--- src/rtl/lauflicht_avalon_slave.sv ---
// lauflicht_avalon_slave: Avalon-MM register block driving a running-light LED output
//
// Ports:
//   clk            system clock, rising edge
//   rst            asynchronous active-high reset
//   address_i      byte address; hit when [31:4] matches BASE_ADDR, register select [3:2]
//   read_i         read request (1-cycle latency, answered with readdatavalid_o)
//   write_i        write request (zero wait states)
//   byteenable_i   write byte lanes
//   writedata_i    write data
//   readdata_o     read data, held until the next response
//   readdatavalid_o one-cycle read response pulse
//   waitrequest_o  high in reset and on the first edge after it, low thereafter
//   led_o          current running-light pattern
//
// Registers: 0x0 CTRL {bounce,dir,enable}, 0x4 PERIOD, 0x8 PATTERN, 0xC STATUS (step count)
// Optional: define LAUFLICHT_BOUNCE_EN to make CTRL[2] writable and enable bounce mode.
module lauflicht_avalon_slave #(
    parameter int          NUM_LEDS       = 8,
    parameter int          PRESC_W        = 24,
    parameter int          DEFAULT_PERIOD = 12000000,
    parameter logic [31:0] BASE_ADDR      = 32'h0000_0000
) (
    input  logic                clk,
    input  logic                rst,
    input  logic [31:0]         address_i,
    input  logic                read_i,
    output logic [31:0]         readdata_o,
    output logic                readdatavalid_o,
    output logic                waitrequest_o,
    input  logic                write_i,
    input  logic [3:0]          byteenable_i,
    input  logic [31:0]         writedata_i,
    output logic [NUM_LEDS-1:0] led_o
);
`ifdef LAUFLICHT_BOUNCE_EN
    localparam logic [2:0] CTRL_MASK = 3'b111;
`else
    localparam logic [2:0] CTRL_MASK = 3'b011;
`endif

    logic                wait_q, rvalid_q;
    logic [31:0]         rdata_q, rdata_d;
    logic [2:0]          ctrl_q, ctrl_d;
    logic [PRESC_W-1:0]  period_q, period_d, cnt_q, cnt_d;
    logic [NUM_LEDS-1:0] pattern_q, pattern_d;
    logic [15:0]         status_q, status_d;

    logic        hit, wr_hit, rd_acc, tick;
    logic [1:0]  sel;
    logic [31:0] period_x, pattern_x, reg_rd, wr_val;
    logic        unused_ok;

    function automatic logic [31:0] merge(input logic [31:0] old, input logic [31:0] wd,
                                          input logic [3:0] be);
        logic [31:0] m;
        m = {{8{be[3]}}, {8{be[2]}}, {8{be[1]}}, {8{be[0]}}};
        return (old & ~m) | (wd & m);
    endfunction

    assign hit       = address_i[31:4] == BASE_ADDR[31:4];
    assign sel       = address_i[3:2];
    assign wr_hit    = write_i && !wait_q && hit;
    assign rd_acc    = read_i && !write_i && !wait_q;
    assign unused_ok = ^{address_i[1:0], wr_val};

    always_comb begin
        period_x = '0;
        period_x[PRESC_W-1:0] = period_q;
        pattern_x = '0;
        pattern_x[NUM_LEDS-1:0] = pattern_q;
        reg_rd = sel == 2'd0 ? {29'b0, ctrl_q} :
                 sel == 2'd1 ? period_x :
                 sel == 2'd2 ? pattern_x : {16'b0, status_q};
        wr_val  = merge(reg_rd, writedata_i, byteenable_i);
        rdata_d = rd_acc ? (hit ? reg_rd : 32'b0) : rdata_q;
    end

    // Any register write in a tick cycle swallows the tick; CTRL/PERIOD writes also restart the count.
    always_comb begin
        ctrl_d    = ctrl_q;
        period_d  = period_q;
        pattern_d = pattern_q;
        status_d  = status_q;
        tick      = ctrl_q[0] && cnt_q == period_q;
        cnt_d     = (!ctrl_q[0] || tick || (wr_hit && !sel[1])) ? '0 : cnt_q + PRESC_W'(1);
        if (wr_hit) begin
            if (sel == 2'd0) ctrl_d = wr_val[2:0] & CTRL_MASK;
            if (sel == 2'd1) period_d = wr_val[PRESC_W-1:0];
            if (sel == 2'd2) pattern_d = wr_val[NUM_LEDS-1:0];
            if (sel == 2'd3) status_d = '0;
        end else if (tick) begin
            status_d  = status_q + 16'd1;
            pattern_d = ctrl_q[1] ? {pattern_q[0], pattern_q[NUM_LEDS-1:1]}
                                  : {pattern_q[NUM_LEDS-2:0], pattern_q[NUM_LEDS-1]};
`ifdef LAUFLICHT_BOUNCE_EN
            // Bounce: reverse when the lit edge bit is reached, shifting logically.
            if (ctrl_q[2]) begin
                ctrl_d[1] = ctrl_q[1] ^ (ctrl_q[1] ? pattern_q[0] : pattern_q[NUM_LEDS-1]);
                pattern_d = ctrl_d[1] ? pattern_q >> 1 : pattern_q << 1;
            end
`endif
        end
    end

    always_ff @(posedge clk or posedge rst) begin
        if (rst) begin
            wait_q    <= 1'b1;
            rvalid_q  <= 1'b0;
            rdata_q   <= '0;
            ctrl_q    <= '0;
            period_q  <= PRESC_W'(DEFAULT_PERIOD);
            pattern_q <= NUM_LEDS'(1);
            status_q  <= '0;
            cnt_q     <= '0;
        end else begin
            wait_q    <= 1'b0;
            rvalid_q  <= rd_acc;
            rdata_q   <= rdata_d;
            ctrl_q    <= ctrl_d;
            period_q  <= period_d;
            pattern_q <= pattern_d;
            status_q  <= status_d;
            cnt_q     <= cnt_d;
        end
    end

    assign readdata_o      = rdata_q;
    assign readdatavalid_o = rvalid_q;
    assign waitrequest_o   = wait_q;
    assign led_o           = pattern_q;
endmodule

--- config.mk ---
export PLATFORM = sky130hd
export DESIGN_NAME = lauflicht_avalon_slave
export DESIGN_NICKNAME = d
export VERILOG_FILES = /design/src/rtl/lauflicht_avalon_slave.sv
export SDC_FILE = /design/constraint.sdc
export NUM_CORES = 1
export LEC_CHECK = 0
export BUFFER_PORTS_ARGS = -buffer_cell sky130_fd_sc_hd__clkbuf_2
export CAP_MARGIN = 40
export CELL_PAD_IN_SITES_DETAIL_PLACEMENT = 1
export CELL_PAD_IN_SITES_GLOBAL_PLACEMENT = 2
export CORE_UTILIZATION = 35
export CTS_BUF_LIST = sky130_fd_sc_hd__clkbuf_8
export DETAILED_ROUTE_END_ITERATION = 10
export MAX_ROUTING_LAYER = met4
export PLACE_DENSITY = 0.89
export SYNTH_ARGS = -nofsm -noshare
export SYNTH_HDL_FRONTEND = slang
export SYNTH_SLANG_ARGS = --single-unit
--- constraint.sdc ---
create_clock -name clk -period 3.67 [get_ports clk]
set_input_delay 0.5505 -clock clk [delete_from_list [all_inputs] [get_ports clk]]
set_output_delay 0.5505 -clock clk [all_outputs]
set_load 0.01 [all_outputs]
==> impl_metrics.yaml <==
yosys:
  ys_ff_latch: 100
  synth_area_leaders: "dfrtp_1, dfstp_2, mux2_2"
  synth_area_um2: 5240
  synth_top_area_cell: "dfrtp_1"
  yosysUniqueCellTypes: 49
  yosysSeqAreaShare: 0.480
  syn_area_per_cell_um2: 9.73
  synthCells: 539
  netlist.area_leader.share: 0.420
  synth_flop_cell: "dfrtp_1"
  async_flop_share: 1.00
  synth_common_cells: "dfrtp_1, nand2_1, nor2_1"
  yosys_warnings: 0
  yosysMostFrequentCell: "dfrtp_1"
  synth_edf_count: 0
die:
  core_region_area_um2: 14600
  start_util: 0.359
  fp.dieW_um: 124
  die_y_um: 124
  dieArea_um2: 15500
  fp-row-count: 44
  ios: 114
worst_setup_path:
  reg2reg_slack_ns: 0.79
  r2r_end: "status_q[12]$_DFFE_PP0P_"
  cp-end-kind: "register"
  cp.arrival_ns: 3.19
  critical_path_class: "reg2reg"
  crit_path_max_fanout: 13
  rr_worst_depth: 7
  cp.required_ns: 3.98
  rr_startpoint: "period_q[18]$_DFFE_PP1P_"
  start_kind: "register"
route:
  drtAntennaViolNets: 0
  firstDrtPassIters: 4
  wl_per_cell_um: 18.4
  dr_total_vias: 4350
  drt_iter0_drc: 236
  vias_per_cell: 5.32
  wirelength_mm: 15.0
  drc_errors: 0
power:
  swShare: 0.243
  netSwitchingPower_uw: 477
  peakVddDrop_mv: 0.143
  powerDensity_nw_per_um2: 321
  p_leak_uw: 0.00279
  seq_power_share: 0.566
  p_comb_frac: 0.062
  p_int_uw: 1480
  power_frac_clock: 0.372
  finalPower_uw: 1960
place:
  dp_hpwl_mm: 11.5
  dp_slack_ns: 0.684
  gp_congestion: 0.824
  io_buffers: 94
  placedCellCount: 801
clock_tree:
  htree_levels: 3
  numCtsBuffers: 9
  insertion_delay_ns: 0.38
  cts_tree: "built"
  post_cts_buffers: 0
  cts_sinks: 100
  cts_hold_repair.buffers: 0
  clk_pin_slew_worst_paths_ns: 0.10
  ctsResizeCount: 0
  cts_root_buffer: "clkbuf_8"
  clockBufferDepth: 2
global_route:
  global_route.overflow_total: 0
  grt_first_pass_wirelength_mm: 24.8
  grt_pass1_vias: 4507
  antenna_found_initial: 0
  grt_usage: 0.209
  grt_start_max_net_pins: 59
timing:
  hold_ws_ns: 0.170
  finalSetupTns_ns: 0
  post-route-min-period_ns: 2.88
  rsz0062_at_grt: "false"
  fin_crit_sh: 0.785
  setup-violations-final: 0
  slew_headroom: 0.535
  clock.fmax_mhz: 347
  tightest_slew_ns: 0.697
  setup_ws_ns: 0.788
  slew_viol_final: 0
  hold_viol: 0
  fin_worst_skew_ns: 0.0117
cells_and_area:
  final_nets: 702
  diodes: 0
  nFillCells: 1705
  stdcell_count: 817
  syn_to_final_growth_pct: 16.5
  drive_above_1_share: 0.256
flow_run:
  maxCapViolCount: 0
run_status:
  status: "completed"
min_path:
  hold_class: "in2async"
final cells by class:
class,count,area (um2),area share
Tap cell,184,230,0.0377
Inverter,17,66.3,0.0109
Timing Repair Buffer,104,566,0.0926
Clock buffer,10,138,0.0225
Sequential cell,100,2520,0.412
Clock inverter,6,63.8,0.0104
Multi-Input combinational cell,396,2530,0.414
worst max path at each step:
stage	from	endpoint	cells after the start
floorplan	rst	cnt_q[0]$_DFF_PP0_	1
global placement	address_i[19]	status_q[4]$_DFFE_PP0P_	8
detailed placement	address_i[19]	readdata_o[18]$_DFFE_PP0P_	6
CTS	period_q[18]$_DFFE_PP1P_	status_q[12]$_DFFE_PP0P_	7
global route	cnt_q[18]$_DFF_PP0_	status_q[12]$_DFFE_PP0P_	7
finish	period_q[18]$_DFFE_PP1P_	status_q[12]$_DFFE_PP0P_	7
worst max-delay path: stages (launching register included):
cell	delay, ns
dfstp_2	0.57
xor2_1	0.08
nor4_1	0.38
nand4_1	0.16
or4_1	0.72
buf_4	0.28
or4_1	0.50
a21boi_1	0.15
registers in the layout, indices dropped and copies added, names as in the netlist:
register,cells
ctrl_q,2
waitrequest_o,1
led_o,8
cnt_q,24
readdatavalid_o,1
readdata_o,24
status_q,16
period_q,24
through the flow:
stage / instance area [um2] / utilization
2_1_floorplan: 5270 / -
3_3_place_gp: 5880 / 0.403
3_5_place_dp: 5910 / 0.405
4_1_cts: 6110 / 0.419
5_1_grt: 6110 / 0.419
6_report: 6110 / 0.419
placed cells by master, fill, tap and decap left out, types with 3 or more instances in the layout:
| cell | count |
|---|---|
| a21oi_1 | 12 |
| a22o_1 | 8 |
| a31o_2 | 3 |
| a32o_1 | 4 |
| a32oi_1 | 6 |
| and3_1 | 9 |
| buf_4 | 9 |
| clkbuf_2 | 94 |
| clkbuf_8 | 10 |
| conb_1 | 9 |
| dfrtp_1 | 88 |
| dfstp_2 | 12 |
| inv_1 | 16 |
| mux2_2 | 23 |
| mux2i_1 | 18 |
| nand2_1 | 64 |
| nand2b_1 | 6 |
| nand3_1 | 22 |
| nand4_1 | 6 |
| nor2_1 | 49 |
| nor3_1 | 4 |
| nor4_1 | 12 |
| o211ai_1 | 5 |
| o21a_1 | 7 |
| o21ai_0 | 37 |
| o22ai_1 | 3 |
| or3_1 | 9 |
| or4_1 | 7 |
| xnor2_1 | 20 |
| xor2_1 | 29 |
power groups by stage:
stage / Sequential [uW] / Clock [uW] / Combinational [uW]
2_1_floorplan: 1130 / 0 / 68.5
3_3_place_gp: 1130 / 0 / 117
3_5_place_dp: 1130 / 0 / 124
4_1_cts: 1110 / 751 / 124
5_1_grt: 1110 / 795 / 136
6_report: 1110 / 730 / 122
cells by family (layout without fill, tap and decap cells):
| group | Yosys count | count (layout) | share of synthesized area |
|---|---|---|---|
| xor gates and xnor gates | 49 | 49 | 0.0818 |
| AOI/OAI and AO/OA | 97 | 97 | 0.121 |
| muxes | 42 | 42 | 0.0880 |
| other | 1 | 9 | 0.000715 |
| and+or+nand+nor | 197 | 197 | 0.180 |
| buffers and inverters | 51 | 137 | 0.0434 |
| DFF | 100 | 100 | 0.480 |
| adders and majority gates | 2 | 2 | 0.00477 |
layer usage:
metal  track usage  vias to the layer above  routed length (um)
met5             -                        -                   0
met4        0.0645                        0                 299
met3        0.0322                       24                 575
met2         0.333                      104                7240
met1         0.273                     2177                6920
li1              -                     2045                   -
Note: power is estimated with default switching activity, not from simulation.
